==> src/rtl/axi_slave_wr_push_ctrl_pkg.sv <==
// Shared types and default widths for the AXI slave write-request push controller.
// Latency: n/a (types and constants only).
// Backpressure: n/a.
package axi_slave_wr_push_ctrl_pkg;

  localparam int DEF_ID_WIDTH    = 4;
  localparam int DEF_ADDR_WIDTH  = 64;
  localparam int DEF_LEN_WIDTH   = 8;
  localparam int DEF_DATA_WIDTH  = 256;
  localparam int DEF_USER_WIDTH  = 8;
  localparam int DEF_MAX_OUTSTD  = 8;
  localparam int SIZE_WIDTH      = 3;
  localparam int BURST_WIDTH     = 2;

  // AW FIFO entry layout at the default widths; the top packs in the same order.
  typedef struct packed {
    logic [DEF_ID_WIDTH-1:0]   id;
    logic [DEF_ADDR_WIDTH-1:0] addr;
    logic [DEF_LEN_WIDTH-1:0]  len;
    logic [SIZE_WIDTH-1:0]     size;
    logic [BURST_WIDTH-1:0]    burst;
    logic [DEF_USER_WIDTH-1:0] user;
  } aw_push_t;

  // W FIFO entry layout at the default widths; last is the corrected last flag.
  typedef struct packed {
    logic [DEF_DATA_WIDTH-1:0]   data;
    logic [DEF_DATA_WIDTH/8-1:0] strb;
    logic                        last;
  } w_push_t;

  typedef enum logic {W_IDLE, W_DATA} w_state_e;

  function automatic int aw_push_width(int id_w, int addr_w, int len_w, int user_w);
    return id_w + addr_w + len_w + SIZE_WIDTH + BURST_WIDTH + user_w;
  endfunction

endpackage

==> src/rtl/axi_slave_wr_push_ctrl_len_queue.sv <==
// Burst-length queue between the AW and W paths: synchronous FIFO, first-word-fall-through read.
// Latency: a pushed entry is visible on dout the cycle after the push.
// Backpressure: push ignored when full, pop ignored when empty; caller gates both.
// Ports: ACLK/ARESETn clock and sync active-low reset; push/din write; pop/dout read; empty/full status.
module axi_len_queue #(
  parameter int DEPTH = 8,
  parameter int WIDTH = 8
) (
  input  logic             ACLK,
  input  logic             ARESETn,
  input  logic             push,
  input  logic             pop,
  input  logic [WIDTH-1:0] din,
  output logic [WIDTH-1:0] dout,
  output logic             empty,
  output logic             full
);

  localparam int PW = $clog2(DEPTH);
  localparam int CW = PW + 1;
  localparam logic [CW-1:0] DEPTH_CNT = CW'(DEPTH);

  logic [WIDTH-1:0] mem [DEPTH];
  logic [PW-1:0]    wr_ptr;
  logic [PW-1:0]    rd_ptr;
  logic [CW-1:0]    count;
  logic             do_push;
  logic             do_pop;

  assign do_push = push && !full;
  assign do_pop  = pop && !empty;
  assign empty   = (count == '0);
  assign full    = (count == DEPTH_CNT);
  assign dout    = mem[rd_ptr];

  always_ff @(posedge ACLK) begin
    if (!ARESETn) begin
      wr_ptr <= '0;
      rd_ptr <= '0;
      count  <= '0;
    end else begin
      if (do_push) wr_ptr <= wr_ptr + 1'b1;
      if (do_pop)  rd_ptr <= rd_ptr + 1'b1;
      case ({do_push, do_pop})
        2'b10:   count <= count + 1'b1;
        2'b01:   count <= count - 1'b1;
        default: count <= count;
      endcase
    end
  end

  // Storage needs no reset: only entries between the pointers are ever read.
  always_ff @(posedge ACLK) begin
    if (do_push) mem[wr_ptr] <= din;
  end

endmodule

==> src/rtl/axi_slave_wr_push_ctrl.sv <==
// AXI slave write-request push controller: AW/W handshakes into the downstream AW/W FIFOs, outstanding cap, WLAST repair.
// Latency: AW and W pushes in the handshake cycle; first W beat of a burst is accepted 1 cycle after its AW; wlast_err 1 cycle after the beat.
// Backpressure: AWREADY drops on aw_fifo_full or outstanding cap; WREADY drops on w_fifo_full or when no burst length is loaded.
// Ports: ACLK/ARESETn; AW* and W* slave channels; aw_fifo_full/aw_push/aw_push_data and w_fifo_full/w_push/w_push_data
//        downstream FIFO write side; b_done response pulse; outstanding count; wlast_err violation pulse.
module axi_slave_wr_push_ctrl
  import axi_slave_wr_push_ctrl_pkg::*;
#(
  parameter int ID_WIDTH        = DEF_ID_WIDTH,
  parameter int ADDR_WIDTH      = DEF_ADDR_WIDTH,
  parameter int LEN_WIDTH       = DEF_LEN_WIDTH,
  parameter int DATA_WIDTH      = DEF_DATA_WIDTH,
  parameter int USER_WIDTH      = DEF_USER_WIDTH,
  parameter int MAX_OUTSTANDING = DEF_MAX_OUTSTD
) (
  input  logic                    ACLK,
  input  logic                    ARESETn,
  input  logic [ID_WIDTH-1:0]     AWID,
  input  logic [ADDR_WIDTH-1:0]   AWADDR,
  input  logic [LEN_WIDTH-1:0]    AWLEN,
  input  logic [SIZE_WIDTH-1:0]   AWSIZE,
  input  logic [BURST_WIDTH-1:0]  AWBURST,
  input  logic [USER_WIDTH-1:0]   AWUSER,
  input  logic                    AWVALID,
  output logic                    AWREADY,
  input  logic [DATA_WIDTH-1:0]   WDATA,
  input  logic [DATA_WIDTH/8-1:0] WSTRB,
  input  logic                    WLAST,
  input  logic                    WVALID,
  output logic                    WREADY,
  input  logic                    aw_fifo_full,
  output logic                    aw_push,
  output logic [aw_push_width(ID_WIDTH, ADDR_WIDTH, LEN_WIDTH, USER_WIDTH)-1:0] aw_push_data,
  input  logic                    w_fifo_full,
  output logic                    w_push,
  output logic [DATA_WIDTH+DATA_WIDTH/8:0] w_push_data,
  input  logic                    b_done,
  output logic [$clog2(MAX_OUTSTANDING):0] outstanding,
  output logic                    wlast_err
);

  localparam int CNT_W = $clog2(MAX_OUTSTANDING) + 1;
  localparam logic [CNT_W-1:0] MAX_CNT = CNT_W'(MAX_OUTSTANDING);

  w_state_e             w_state;
  logic [LEN_WIDTH-1:0] beat_cnt;
  logic [LEN_WIDTH-1:0] beat_len;
  logic                 aw_hs;
  logic                 w_hs;
  logic                 b_dec;
  logic                 exp_last;
  logic                 take_next;
  logic                 bypass;
  logic                 q_push;
  logic                 q_pop;
  logic                 q_empty;
  logic                 q_full;
  logic [LEN_WIDTH-1:0] q_dout;
  logic [LEN_WIDTH-1:0] next_len;

  // ---------------- AW path ----------------
  assign AWREADY      = ARESETn && !aw_fifo_full && (outstanding < MAX_CNT);
  assign aw_hs        = AWVALID && AWREADY;
  assign aw_push      = aw_hs;
  assign aw_push_data = {AWID, AWADDR, AWLEN, AWSIZE, AWBURST, AWUSER};

  // A response with nothing outstanding is dropped rather than underflowing.
  assign b_dec = b_done && (outstanding != '0);

  always_ff @(posedge ACLK) begin
    if (!ARESETn) begin
      outstanding <= '0;
    end else if (aw_hs && !b_dec) begin
      outstanding <= outstanding + 1'b1;
    end else if (!aw_hs && b_dec) begin
      outstanding <= outstanding - 1'b1;
    end
  end

  // ---------------- W path ----------------
  assign exp_last    = (beat_cnt == beat_len);
  assign WREADY      = ARESETn && (w_state == W_DATA) && !w_fifo_full;
  assign w_hs        = WVALID && WREADY;
  assign w_push      = w_hs;
  assign w_push_data = {WDATA, WSTRB, exp_last};

  // The FSM wants a new length when idle or when the current burst closes.
  // If the queue is empty but an AW is handshaking right now, its AWLEN is
  // taken straight from the port so the first beat can land next cycle.
  assign take_next = (w_state == W_IDLE) || (w_hs && exp_last);
  assign q_pop     = take_next && !q_empty;
  assign bypass    = take_next && q_empty && aw_hs;
  assign q_push    = aw_hs && !bypass;
  assign next_len  = q_empty ? AWLEN : q_dout;

  axi_len_queue #(
    .DEPTH (MAX_OUTSTANDING),
    .WIDTH (LEN_WIDTH)
  ) u_len_queue (
    .ACLK    (ACLK),
    .ARESETn (ARESETn),
    .push    (q_push),
    .pop     (q_pop),
    .din     (AWLEN),
    .dout    (q_dout),
    .empty   (q_empty),
    .full    (q_full)
  );

  always_ff @(posedge ACLK) begin
    if (!ARESETn) begin
      w_state   <= W_IDLE;
      beat_cnt  <= '0;
      beat_len  <= '0;
      wlast_err <= 1'b0;
    end else begin
      // Either flavour of WLAST disagreement flags one pulse per offending beat.
      wlast_err <= w_hs && (WLAST != exp_last);
      if (take_next) begin
        if (!q_empty || aw_hs) begin
          w_state  <= W_DATA;
          beat_len <= next_len;
          beat_cnt <= '0;
        end else begin
          w_state  <= W_IDLE;
        end
      end else if (w_hs) begin
        beat_cnt <= beat_cnt + 1'b1;
      end
    end
  end

endmodule
==> config.mk <==
export PLATFORM = sky130hd
export DESIGN_NAME = axi_slave_wr_push_ctrl
export DESIGN_NICKNAME = d
export VERILOG_FILES = /design/src/rtl/axi_slave_wr_push_ctrl_pkg.sv /design/src/rtl/axi_slave_wr_push_ctrl_len_queue.sv /design/src/rtl/axi_slave_wr_push_ctrl.sv
export SDC_FILE = /design/constraint.sdc
export NUM_CORES = 1
export LEC_CHECK = 0
export BUFFER_PORTS_ARGS = -buffer_cell sky130_fd_sc_hd__buf_2
export CAP_MARGIN = 15
export CORE_AREA = 2 2 299 301
export CTS_BUF_LIST = sky130_fd_sc_hd__clkbuf_8 sky130_fd_sc_hd__clkbuf_16
export DETAILED_ROUTE_END_ITERATION = 8
export DIE_AREA = 0 0 301 303
export PLACE_DENSITY = 0.3
export SYNTH_ARGS = -nofsm -noshare
export SYNTH_HDL_FRONTEND = slang
export SYNTH_SLANG_ARGS = --single-unit
==> constraint.sdc <==
create_clock -name ACLK -period 5.12 [get_ports ACLK]
set_input_delay 0.512 -clock ACLK [delete_from_list [all_inputs] [get_ports ACLK]]
set_output_delay 0.512 -clock ACLK [all_outputs]
set_load 0.02 [all_outputs]
# ---- Word-level counts from Yosys, hierarchy flattened
# Memory sizes are Yosys's and may differ from the RTL's. A register that Yosys moved wholly into a read port is not among the register bits.
# Index checks and enable logic that the tools add are counted.
dict set report totals {
  ff_bits 32
  elab_cells 69
  memories 1
  ram_bits 64
  out_inout_bits 387
  input_bits 385
}
# name depth width rd rd_clocked_by_memory_dff write_ports line_no
set memory_table {}
lappend memory_table {u_len_queue.mem 8 8 1 1 1 axi_slave_wr_push_ctrl_len_queue.sv:23} ;# logic [WIDTH-1:0] mem [DEPTH];
dict set report op_classes {
  add_sub_neg 7
  n_bitwise 1
  eq_ne 6
  n_lt_le_gt_ge 1
  n_reduce_logical 33
  muxes 12
}
# op n
set op_table {}
lappend op_table {{two-way mux 8 bit} 4}
lappend op_table {{logical AND 1 bit} 17}
lappend op_table {{adder 4 x 1 -> 4 bit (second input constant)} 2}
lappend op_table {{adder 8 x 1 -> 8 bit (second input constant)} 1}
lappend op_table {{== test 8 bit} 1}
lappend op_table {{two-way mux 4 bit} 2}
lappend op_table {{case mux 4 bit (2 select lines)} 1}
lappend op_table {{subtractor 4 x 1 -> 4 bit (second input constant)} 2}
lappend op_table {{logical NOT 1 bit} 7}
lappend op_table {{adder 3 x 1 -> 3 bit (second input constant)} 2}
lappend op_table {{two-way mux 3 bit} 2}
lappend op_table {{nonzero test 2 bit} 3}
lappend op_table {{== test 4 bit (second input constant)} 1}
lappend op_table {{logical NOT 4 bit} 1}
lappend op_table {{less-than comparator 4 bit (second input constant)} 1}
lappend op_table {{AND reduction 2 bit} 2}
lappend op_table {{nonzero test 4 bit} 1}
lappend op_table {{two-way mux 1 bit} 3}
lappend op_table {{== test 2 x 1 -> 1 bit (second input constant)} 1}
lappend op_table {{== test 2 bit (second input constant)} 1}
lappend op_table {{logical OR 1 bit} 2}
lappend op_table {{inequality test 2 x 1 -> 1 bit (second input constant)} 1}
lappend op_table {{inequality test 1 bit} 1}
lappend op_table {{inverter 1 bit} 1}

# ---- Longest topological paths before layout
# Gate-level depths: netlist of run 1.
dict set report depth {
  word_depth 12
  depth_mapped 14
  mapped_depth_nobuf 12
}

# ---- Modules after synthesis
# Synthesis of run 1 repeated with hierarchy kept, for this count alone.
dict set report hier_totals {
  cells_unflattened 700
  hier_area_um2 7449.6
}
# module seq_area_each_um2 area_per_inst_um2 n_inst cells_each
set modules_own_cells {}
lappend modules_own_cells {axi_slave_wr_push_ctrl 440.4 4347.9 1 533}
lappend modules_own_cells {axi_len_queue 2182.1 3101.7 1 167}

# ---- Worst setup path before layout of run 1
# OpenSTA, ideal clock, no wires.
dict set report synth_path {
  path_kind {input port to flip-flop}
  startpoint {in ARESETn}
  endpoint {reg u_len_queue.count[2]}
  cell_stages 14
  t_arrival_ps 2753
  n_path_buf 2
  t_required_ps 5049
  slack_ps 2296
  setup_time_ps 71
  path_cell_list {buf_2 -> nor4bb_1 -> buf_2 -> nand2_1 -> a2bb2oi_1 -> nand2_1 -> inv_2 -> ha_1 -> xor2_1 -> ha_1 -> a21oi_1 -> xor2_1 -> or3_1 -> a21oi_1}
}
dict set report synth_via {
  word_cells_on_any_way 19
  classes_between {2 x eq/ne; 1 x mux; 16 x reduce/logical}
}
# element line_no
set synth_rtl {}
lappend synth_rtl {{start, declared} axi_slave_wr_push_ctrl.sv:17} ;# input logic ARESETn,
lappend synth_rtl {{logical AND 1 bit * (2 in a row)} axi_slave_wr_push_ctrl.sv:62} ;# assign AWREADY = ARESETn && !aw_fifo_full && (outstanding < MAX_CNT);
lappend synth_rtl {{logical AND 1 bit *} axi_slave_wr_push_ctrl.sv:63} ;# assign aw_hs = AWVALID && AWREADY;
lappend synth_rtl {{via aw_push} axi_slave_wr_push_ctrl.sv:32} ;# output logic aw_push,
lappend synth_rtl {{logical AND 1 bit} axi_slave_wr_push_ctrl.sv:92} ;# assign bypass = take_next && q_empty && aw_hs;
lappend synth_rtl {{logical NOT 1 bit} axi_slave_wr_push_ctrl.sv:93} ;# assign q_push = aw_hs && !bypass;
lappend synth_rtl {{logical AND 1 bit *} axi_slave_wr_push_ctrl.sv:93}
lappend synth_rtl {{logical AND 1 bit *} axi_slave_wr_push_ctrl_len_queue.sv:30} ;# assign do_push = push && !full;
lappend synth_rtl {{== test 2 x 1 -> 1 bit or == test 2 bit (tied branches)} axi_slave_wr_push_ctrl_len_queue.sv:44} ;# case ({do_push, do_pop})
lappend synth_rtl {{case mux 4 bit (2 select lines) or nonzero test 2 bit (tied branches)} -}
lappend synth_rtl {{end signal, assigned} axi_slave_wr_push_ctrl_len_queue.sv:45} ;# 2'b10: count <= count + 1'b1;
lappend synth_rtl {{end signal, assigned} axi_slave_wr_push_ctrl_len_queue.sv:46} ;# 2'b01: count <= count - 1'b1;
lappend synth_rtl {{end signal, assigned} axi_slave_wr_push_ctrl_len_queue.sv:47} ;# default: count <= count;
lappend synth_rtl {{end, declared} axi_slave_wr_push_ctrl_len_queue.sv:26} ;# logic [CW-1:0] count;
# The timed path passes the listed nets; every way through them passes the cells marked *.
# A chain may end at the register's enable or synchronous reset.

# ---- Worst setup path in the final report of run 1
dict set report layout_path {
  startpoint {reg w_state}
  endpoint {reg u_len_queue.count[3]}
}
dict set report layout_via {
  word_cells_on_any_way 17
  classes_between {2 x eq/ne; 1 x mux; 1 x bitwise; 13 x reduce/logical}
}
# element line_no
set layout_rtl {}
lappend layout_rtl {{start, declared} axi_slave_wr_push_ctrl.sv:45} ;# w_state_e w_state;
lappend layout_rtl {{start signal, assigned} axi_slave_wr_push_ctrl.sv:112} ;# w_state <= W_IDLE;
lappend layout_rtl {{start signal, assigned} axi_slave_wr_push_ctrl.sv:121} ;# w_state <= W_DATA;
lappend layout_rtl {{start signal, assigned} axi_slave_wr_push_ctrl.sv:125} ;# w_state <= W_IDLE;
lappend layout_rtl {{logical AND 1 bit (2 in a row)} axi_slave_wr_push_ctrl.sv:82} ;# assign WREADY = ARESETn && (w_state == W_DATA) && !w_fifo_full;
lappend layout_rtl {{logical AND 1 bit} axi_slave_wr_push_ctrl.sv:83} ;# assign w_hs = WVALID && WREADY;
lappend layout_rtl {{logical AND 1 bit} axi_slave_wr_push_ctrl.sv:90} ;# assign take_next = (w_state == W_IDLE) || (w_hs && exp_last);
lappend layout_rtl {{logical OR 1 bit *} axi_slave_wr_push_ctrl.sv:90}
lappend layout_rtl {{logical AND 1 bit *} axi_slave_wr_push_ctrl.sv:91} ;# assign q_pop = take_next && !q_empty;
lappend layout_rtl {{logical AND 1 bit *} axi_slave_wr_push_ctrl_len_queue.sv:31} ;# assign do_pop = pop && !empty;
lappend layout_rtl {{via u_len_queue.do_pop} axi_slave_wr_push_ctrl_len_queue.sv:28} ;# logic do_pop;
lappend layout_rtl {{== test 2 x 1 -> 1 bit or == test 2 bit (tied branches)} axi_slave_wr_push_ctrl_len_queue.sv:44}
lappend layout_rtl {{case mux 4 bit (2 select lines) or nonzero test 2 bit (tied branches)} -}
# Marked as above.

==> results.md, run 1 <==
- Status: completed
- Clock sink count: about 100
- Vias/cell: about 2.5
- Clock transition at the registers of the reported paths: 0.08 ns
- HP Class: input pin to flip-flop
- Commonest cells after routing, fill and taps aside: edfxtp_1, dfxtp_1, buf_2, nand2_1, o211ai_1
- First-pass GRT wire length: around 80 mm
- Synth area leaders: buf_4, edfxtp_1, dfxtp_1, mux4_2, o211ai_1
- Async SR Flop Fraction: 0%
- Final Cell Area: ~6400 um2
- Post-Syn Instances: ~720
- Slew Limit Fails: 0
- IO Port Bufs: 33
- Die area: around 91000 um2
- Min cycle time layout: 3.475 ns
- Slew HR: between 20% and 30%
- Syn_nets: roughly 1100
- Post-route ant nets: 0
- Die width: around 300 um
- Post-Route WL: slightly above 70 mm
- Row count: between 100 and 150
- Setup Total Neg Slack: 0 ns
- Setup WS pre-CTS: 1.304 ns
- Clk buf depth: 2
- Ys Warns: 0
- Post-route DRC violation count: 0
- Area leader, netlist: buf_4
- Unrepaired setup endpoints after global routing: false
- PwrDens: around 410 nW/um2
- Router iterations before antenna repair: 4
- DPL Wire Length: ~66 mm
- Crit. End Element: flip-flop
- Post-synth EDFFs: 64
- Crit Path Class: flip-flop to flip-flop
- Root Driver: clkbuf_16
- # IOs: 772
- Pwr Total: about 2.6 mW
- Initial antenna violation count: 2
- CP Launch Type: flip-flop
- # Post-CTS Setup Buffers: 0
- Sequential fraction of the synthesis area: ~36%
- Crit-path max FO: 15
- Synthesized area: about 7300 um2
- Initial Util: 8.335%
- Cts-stage hold buffer count: 0
- Worst Tran Pin Value: around 1.0 ns
- Largest family of logic cells by synthesized area: buffers and inverters
- Synth top area share: between 30% and 40%
- Worst-skew pair later-pin latency: about 0.36 ns
- Synth Area in XOR/XNOR: roughly 1.8%
- Area grow syn2layout: -12.58%
- Max-cap violation count: 0
- Remaining global-route overflow: 0
- CTS tree: yes
- # nets final: approximately 770
- Final Hold Vio Count: 0
- Final setup vio count: 0
- Flops & latches, synth: 99
- DR vias: approximately 3900
- Most common cell after layout, fill and taps aside: edfxtp_1
- Overall routing resource usage: 15.11%
- DRT iter0 DRCs: about 190
- CTS buffer count: 9
- Top_reg_cell synth: edfxtp_1
- Final Wtd Congestion: approximately 0.70
- Simple-gate share of the synthesized area: about 6%
- H-tree levels: 3
- Fin worst setup slack: ~1.6 ns
- Adder-cell share of the synthesized area: 1.809%
- Layout cells sized above 1: between 20% and 30%
- Compound-Gate Fraction of Synth Area: under 10%
- Post-CTS sizing: 0
- WP data required: 5.42 ns
- LEAKAGE: 1.727 nW
- Number of global-route vias before repair: between 3000 and 4000
- Wire per inst: between 40 and 50 um
- Post-DP Area: about 6100 um2
- Core area: 87970 um2
- Unique cell type count in the Yosys netlist: 48
- Largest net degree at the start of global routing: 24
- WP data arrival: 3.77 ns
- Mux share of post-synthesis cell area: 6.826%
- Die Height: just over 300 um
- Clock skew: just under 0.009 ns
- Syn avg cell area: just over 10 um2
- Worst IR Drop VDD: ~0.17 mV
- Final period util: between 60 and 70%
- Fmax: 287.8 MHz
- Fillers: about 10000
-- through the flow --
step | hold slack, ns | utilization (%) | instances
6_report | 0.4827 | 7.287 | 1548
5_1_grt | 0.4939 | 7.284 | 1547
4_1_cts | 0.4804 | 7.275 | 1546
3_5_place_dp | 0.5003 | 6.947 | 1530
3_3_place_gp | 0.4875 | 6.947 | 1530
2_1_floorplan | 0.4539 | - | 722
-- worst paths after layout --
check / slack [ns] / endpoint / start / depth (start not counted)
setup / recovery: 1.64 / u_len_queue.count[3] / w_state / 10
hold / removal: 0.48 / u_len_queue.mem[3][5] / AWLEN[5] / 1
setup reg to reg: 1.64 / u_len_queue.count[3] / w_state / 10
hold reg to reg: 0.50 / flip-flop / u_len_queue.rd_ptr[1] / 2
-- registers in the layout (all words and copies together) (netlist names), named ones only --
signal,flops
u_len_queue.count,4
outstanding,4
beat_cnt,8
beat_len,8
wlast_err,1
w_state,1
u_len_queue.wr_ptr,3
u_len_queue.mem,64
u_len_queue.rd_ptr,3
-- cells by family (layout without fill, tap and decap cells) --
group,count (synthesis),in the layout
buffers and inverters,408,68
DFF,99,99
and+or+nand+nor,81,81
AOI/OAI and AO/OA,79,79
muxes,30,30
xor gates and xnor gates,15,15
adders and majority gates,10,10
other,0,1
-- cell type report --
class                   instances  area [um2]  area share, %
diodes                          1       2.502        0.03904
clock buffers                   9       225.2          3.514
clock inverters                 7       63.81         0.9955
inverters                       8       30.03         0.4685
multi-input cells             215        1760          27.46
flip-flops and latches         99        2623          40.91
well taps                    1165        1458          22.74
repair buffers                 44       247.7          3.865
-- cells in the mapped netlist, types with 2 or more instances --
library cell  count
buf_4           379
edfxtp_1         64
dfxtp_1          35
nand2_1          24
o211ai_1         22
a21oi_1          21
mux4_2           16
mux2i_1          14
nor2_1           13
clkbuf_1         10
xnor2_1          10
ha_1              9
o21ai_0           9
o21ai_1           9
nand3_1           8
inv_1             7
a32oi_1           5
and4_1            5
nor3_1            5
nor4_1            5
xor2_1            5
a21o_1            4
buf_6             4
or3_1             4
a31oi_1           3
buf_1             3
buf_2             3
nor4bb_1          3
and2_1            2
nand3b_1          2
nand4_1           2
-- worst max-delay path: stages, from the launching register on --
cell and delay [ns]:
dfxtp_1 0.32, buf_4 0.20, nand4b_1 0.57, o31a_1 0.69, nor2_2 0.32, ha_1 0.31
nor4bb_1 0.33, a21oi_1 0.07, o21a_1 0.18, or3_1 0.30, a21oi_1 0.13
-- power breakdown --
| group | total (mW) | switching [mW] | leakage (nW) | internal (mW) |
|---|---|---|---|---|
| Clock | 0.693 | 0.349 | 0.144 | 0.344 |
| Sequential | 0.993 | 0.0738 | 0.861 | 0.920 |
| Combinational | 0.941 | 0.587 | 0.722 | 0.355 |
| Total | 2.63 | 1.01 | 1.73 | 1.62 |
-- layer usage --
layer	global-route usage (%)	wire length (um)
met5	1.915	207
met4	6.645	3496
met3	34.75	34790
met2	15.31	21640
met1	7.210	11940
(Power assumes the default switching activity.)
==> run 2: changes to the inputs <==
--- a/config.mk
+++ b/config.mk
@@ -7,10 +7,10 @@
 export LEC_CHECK = 0
 export BUFFER_PORTS_ARGS = -buffer_cell sky130_fd_sc_hd__buf_2
 export CAP_MARGIN = 15
-export CORE_AREA = 2 2 299 301
+export CORE_AREA = 2 2 302 304
 export CTS_BUF_LIST = sky130_fd_sc_hd__clkbuf_8 sky130_fd_sc_hd__clkbuf_16
 export DETAILED_ROUTE_END_ITERATION = 8
-export DIE_AREA = 0 0 301 303
+export DIE_AREA = 0 0 304 306
 export PLACE_DENSITY = 0.3
 export SYNTH_ARGS = -nofsm -noshare
 export SYNTH_HDL_FRONTEND = slang
==> constraint.sdc (replaced) <==
create_clock -name ACLK -period 3.3 [get_ports ACLK]
set_input_delay 0.33 -clock ACLK [delete_from_list [all_inputs] [get_ports ACLK]]
set_output_delay 0.33 -clock ACLK [all_outputs]
set_load 0.02 [all_outputs]
==> run 2 against run 1 <==
Net effect:
- worst setup slack worse by 1.3 ns
- combinational power is 65% higher
- hold slack worse by 0.14 ns
- clock power increased by 65%
- clock skew is 0.0017 ns lower
- critical path type unchanged
==> results.md, run 2 (same netlist as run 1, synthesis figures left out) <==
- Slew Limit Fails: 0
- R2r endpoint: u_len_queue.count[2]
- Initial Util: slightly above 8%
- Row count: 110
- CTS tree: yes
- CP Launch Type: flip-flop
- Layout cells sized above 1: about 24%
- H-tree levels: 3
- R2R depth: 11
- Number of global-route vias before repair: around 3700
- Max-cap violation count: 0
- Die area: about 93000 um2
- Largest net degree at the start of global routing: 23
- Final Wtd Congestion: 0.7448
- WP data required: roughly 3.6 ns
- Post-Route WL: about 75 mm
- Worst IR Drop VDD: ~0.25 mV
- Slew HR: 39.31%
- Registers with the most flip-flops: u_len_queue.mem x64, beat_cnt x8, beat_len x8
- Min-Delay Startpoint: AWLEN[7]
- Die width: between 300 and 400 um
- R2r setup slk: about 0.33 ns
- Min cycle time layout: roughly 3.0 ns
- Clock sink count: roughly 100
- # IOs: 772
- Clk buf depth: 2
- Router iterations before antenna repair: 4
- CTS buffer count: 9
- Post-route ant nets: 0
- LEAKAGE: around 1.8 nW
- IO Port Bufs: 33
- Max FFs per register: 64
- Crit-path max FO: 8
- Status: completed
- Fmax: about 340 MHz
- Vias/cell: about 2.5
- Commonest cells after routing, fill and taps aside: edfxtp_1, dfxtp_1, buf_2, nand2_1, o211ai_1
- DPL Wire Length: approximately 69 mm
- Overall routing resource usage: 15.40%
- # nets final: just under 800
- Root Driver: clkbuf_16
- Fillers: 10361
- Fin worst setup slack: between 0.3 and 0.4 ns
- Clock transition at the registers of the reported paths: about 0.080 ns
- Pwr Total: between 4 and 5 mW
- Core area: ~90000 um2
- Crit. End Element: flip-flop
- Area grow syn2layout: -11.25%
- Hold WS: roughly 0.35 ns
- Clock skew: approximately 0.0070 ns
- First-pass GRT wire length: between 80 and 90 mm
- Final setup vio count: 0
- Most flop-heavy register: u_len_queue.mem
- Setup WS pre-CTS: between 0.2 and 0.25 ns
- Worst Tran Pin Value: approximately 0.91 ns
- DR vias: between 3000 and 4000
- Setup Total Neg Slack: 0 ns
- Initial antenna violation count: 0
- Remaining global-route overflow: 0
- Die Height: slightly above 300 um
- Worst reg2reg startpoint: outstanding[3]
- Hold endpoint: u_len_queue.mem[3][7]
- HP Class: input pin to flip-flop
- Unrepaired setup endpoints after global routing: false
- DRT iter0 DRCs: about 290
- WHS Path Cells: 1
- Most common cell after layout, fill and taps aside: edfxtp_1
- WP data arrival: roughly 3.3 ns
- Worst-skew pair later-pin latency: roughly 0.36 ns
- PwrDens: roughly 650 nW/um2
- # Post-CTS Setup Buffers: 0
- Final Hold Vio Count: 0
- Post-route DRC violation count: 0
- Final period util: approximately 90%
- Post-CTS sizing: 0
- Crit Path Class: flip-flop to flip-flop
- Wire per inst: roughly 48 um
- Cts-stage hold buffer count: 0
run 2: how the worst max path moves through the flow:
stage,startpoint,to,cells past startpoint
finish,outstanding[3],u_len_queue.count[2],11
global route,beat_cnt[1],u_len_queue.count[3],11
CTS,outstanding[3],u_len_queue.count[2],11
detailed placement,ARESETn,u_len_queue.count[2],12
global placement,ARESETn,u_len_queue.count[2],12
floorplan,outstanding[3],u_len_queue.count[2],13
run 2: final cells by class:
class	instances	area [um2]	share of cell area, %
multi-input combinational	215	1760	27.05
clock buffer	9	225.2	3.461
antenna	1	2.502	0.03845
sequential	99	2623	40.30
clock inverter	7	87.58	1.346
inverter	8	30.03	0.4614
tap	1176	1471	22.61
timing repair buffer	52	307.8	4.730
run 2: stage by stage:
step,instances,util (%),cell area (um2)
after floorplan,722,-,7332
after global placement,1550,6.911,6192
after detailed placement,1550,6.911,6192
after CTS,1566,7.260,6505
after global routing,1566,7.260,6505
final,1567,7.263,6507
run 2: critical path: stages (launching register included):
cell,delay [ns]
dfxtp_1,0.35
nor4bb_4,0.61
o2111ai_1,0.35
nand2_1,0.20
inv_2,0.11
ha_1,0.26
xor2_1,0.16
ha_1,0.18
a21oi_1,0.14
xor2_1,0.09
or3_1,0.31
a21oi_1,0.14
run 2: per-layer routing:
layer | vias up | share of wire [%] | wire [um] | track usage (%)
met4 | 4 | 4.4 | 3243 | 5.970
met2 | 595 | 29 | 21520 | 15.02
li1 | 1415 | - | - | -
met1 | 1747 | 17 | 12390 | 7.463
met3 | 197 | 50 | 37260 | 36.36
met5 | - | 0.17 | 128 | 1.447
run 2: power by group:
part | leakage (nW) | internal (mW) | switching (mW)
combinational | 0.764 | 0.588 | 0.961
clock | 0.151 | 0.604 | 0.540
sequential | 0.861 | 1.43 | 0.121
==> run 3: changes to the inputs <==
--- a/config.mk
+++ b/config.mk
@@ -7,11 +7,12 @@
 export LEC_CHECK = 0
 export BUFFER_PORTS_ARGS = -buffer_cell sky130_fd_sc_hd__buf_2
 export CAP_MARGIN = 15
-export CORE_AREA = 2 2 302 304
+export CORE_AREA = 2 2 305 307
 export CTS_BUF_LIST = sky130_fd_sc_hd__clkbuf_8 sky130_fd_sc_hd__clkbuf_16
 export DETAILED_ROUTE_END_ITERATION = 8
-export DIE_AREA = 0 0 304 306
+export DIE_AREA = 0 0 307 309
 export PLACE_DENSITY = 0.3
 export SYNTH_ARGS = -nofsm -noshare
 export SYNTH_HDL_FRONTEND = slang
+export SYNTH_HIERARCHICAL = 1
 export SYNTH_SLANG_ARGS = --single-unit
==> constraint.sdc (replaced) <==
create_clock -name ACLK -period 3.1 [get_ports ACLK]
set_input_delay 0.31 -clock ACLK [delete_from_list [all_inputs] [get_ports ACLK]]
set_output_delay 0.31 -clock ACLK [all_outputs]
set_load 0.02 [all_outputs]
==> run 3 against run 2 <==
Net effect:
- clock-buffer cell count unchanged
- register-to-register slack got worse by 0.05 ns
- sequential power decreased by 4%
- cell area increased by 1.0%
- largest cell class unchanged
==> results.md, run 3 <==
- Clock skew: between 0.01 and 0.015 ns
- Slew Limit Fails: 0
- Post-Route WL: between 60 and 70 mm
- Pwr Total: 3.112 mW
- # nets final: between 700 and 800
- Worst-skew pair later-pin latency: 0.36 ns
- Final Hold Vio Count: 0
- Initial Util: between 8 and 9%
- Router iterations before antenna repair: 4
- M3 GR Usage: around a quarter
- First-pass GRT wire length: approximately 73 mm
- IO Port Bufs: 33
- DPL Wire Length: 58.69 mm
- CP Launch Type: flip-flop
- # Post-CTS Setup Buffers: 0
- Post-Syn Instances: 699
- LEAKAGE: ~1.9 nW
- Unrepaired setup endpoints after global routing: false
- Row count: approximately 110
- Most Used Layer, Global Route: met3
- Post-route DRC violation count: 0
- Registers with the most flip-flops: u_len_queue/mem x64, beat_cnt x8, beat_len x8
- Status: completed
- Clk buf depth: 2
- Fillers: 10655
- Setup Total Neg Slack: 0 ns
- Crit-path max FO: 8
- Worst Tran Pin Value: approximately 0.50 ns
- Ys Warns: 6
- Antenna Cells: 0
- Cts-stage hold buffer count: 0
- Wire per inst: between 40 and 50 um
- Clock transition at the registers of the reported paths: around 0.07 ns
- Area grow syn2layout: -11.70%
- Post-route ant nets: 0
- Syn avg cell area: 10.65 um2
- Die width: 307 um
- Core area: just over 90000 um2
- Fmax: 353.8 MHz
- HP Class: input pin to flip-flop
- Number of global-route vias before repair: 3709
- H-tree levels: 3
- WP data arrival: about 3.1 ns
- Worst IR Drop VDD: between 0.2 and 0.25 mV
- Most common cell after layout, fill and taps aside: edfxtp_1
- Final Wtd Congestion: slightly below 0.7
- CTS tree: yes
- DRT iter0 DRCs: 219
- Slew HR: between 60% and 70%
- R2r setup slk: between 0.2 and 0.3 ns
- Max FFs per register: between 60 and 70
- Met2 usage: roughly 15%
- WP data required: about 3.4 ns
- Largest net degree at the start of global routing: 19
- Initial antenna violation count: 0
- Root Driver: clkbuf_16
- Die Height: ~310 um
- Crit Path Class: flip-flop to flip-flop
- Overall routing resource usage: 13.06%
- Final period util: 91.16%
- Most flop-heavy register: u_len_queue/mem
- Crit. End Element: flip-flop
- Synthesized area: about 7400 um2
- Clock sink count: 99
- Min cycle time layout: 2.826 ns
- Max-cap violation count: 0
- PwrDens: approximately 470 nW/um2
- Layout cells sized above 1: a little under a third
- Final setup vio count: 0
- # IOs: 772
- Post-CTS sizing: 0
- Commonest cells after routing, fill and taps aside: edfxtp_1, dfxtp_1, buf_2, buf_4
- Vias/cell: between 2 and 2.5
- DR vias: 3664
- CTS buffer count: 9
- Die area: around 95000 um2
- Remaining global-route overflow: 0
- Syn_nets: roughly 1100
- Global-route met1 utilization: roughly 7%
[run 3: per-stage QoR]
step                area [um2]  hold WS [ns]  setup slack [ns]  util [%]  std cells
floorplan                 7446        0.4089            0.3593         -        699
global placement          6287        0.4913            0.2029     6.880       1542
detailed placement        6287        0.5025            0.1786     6.880       1542
CTS                       6570        0.2312            0.1498     7.189       1558
global route              6575        0.2506           0.05780     7.195       1558
finish                    6575        0.2437            0.2739     7.195       1558
[run 3: layout make-up]
class	count	area [um2]	share of cell area, %
clock buffer	9	225.2	3.425
sequential	99	2623	39.89
multi-input combinational	193	1826	27.76
clock inverter	7	57.56	0.8754
timing repair buffer	54	322.8	4.910
tap	1186	1484	22.57
inverter	10	37.54	0.5709
[run 3: path summary, 6_finish.rpt]
path / startpoint / cells past startpoint / end
setup / recovery: beat_cnt[4] / 12 / u_len_queue/count[2]
hold / removal: WLAST / 3 / wlast_err
setup reg to reg: beat_cnt[4] / 12 / u_len_queue/count[2]
hold reg to reg: beat_cnt[7] / 2 / beat_cnt[7]
[run 3: layer usage]
layer  vias to the layer above  share of wire, %
met5                         -              0.62
met4                         8               3.3
met3                       153                43
met2                       584                35
met1                      1583                18
li1                       1336                 -
[run 3: critical path: stages, from the launching register on]
cell and delay, ns:
dfxtp_1 0.37, xnor2_1 0.28, nand4_1 0.22, o31ai_2 0.35, a21oi_1 0.18, nand2_4 0.16
ha_1 0.20, xor2_1 0.16, ha_1 0.16, a21oi_1 0.05, xor2_1 0.16, or3_1 0.30
a21boi_0 0.16
[run 3: power breakdown]
group          switching [mW]  total [mW]  internal [mW]
Clock                   0.546        1.11          0.561
Combinational           0.307       0.518          0.211
Sequential             0.0490        1.49           1.44
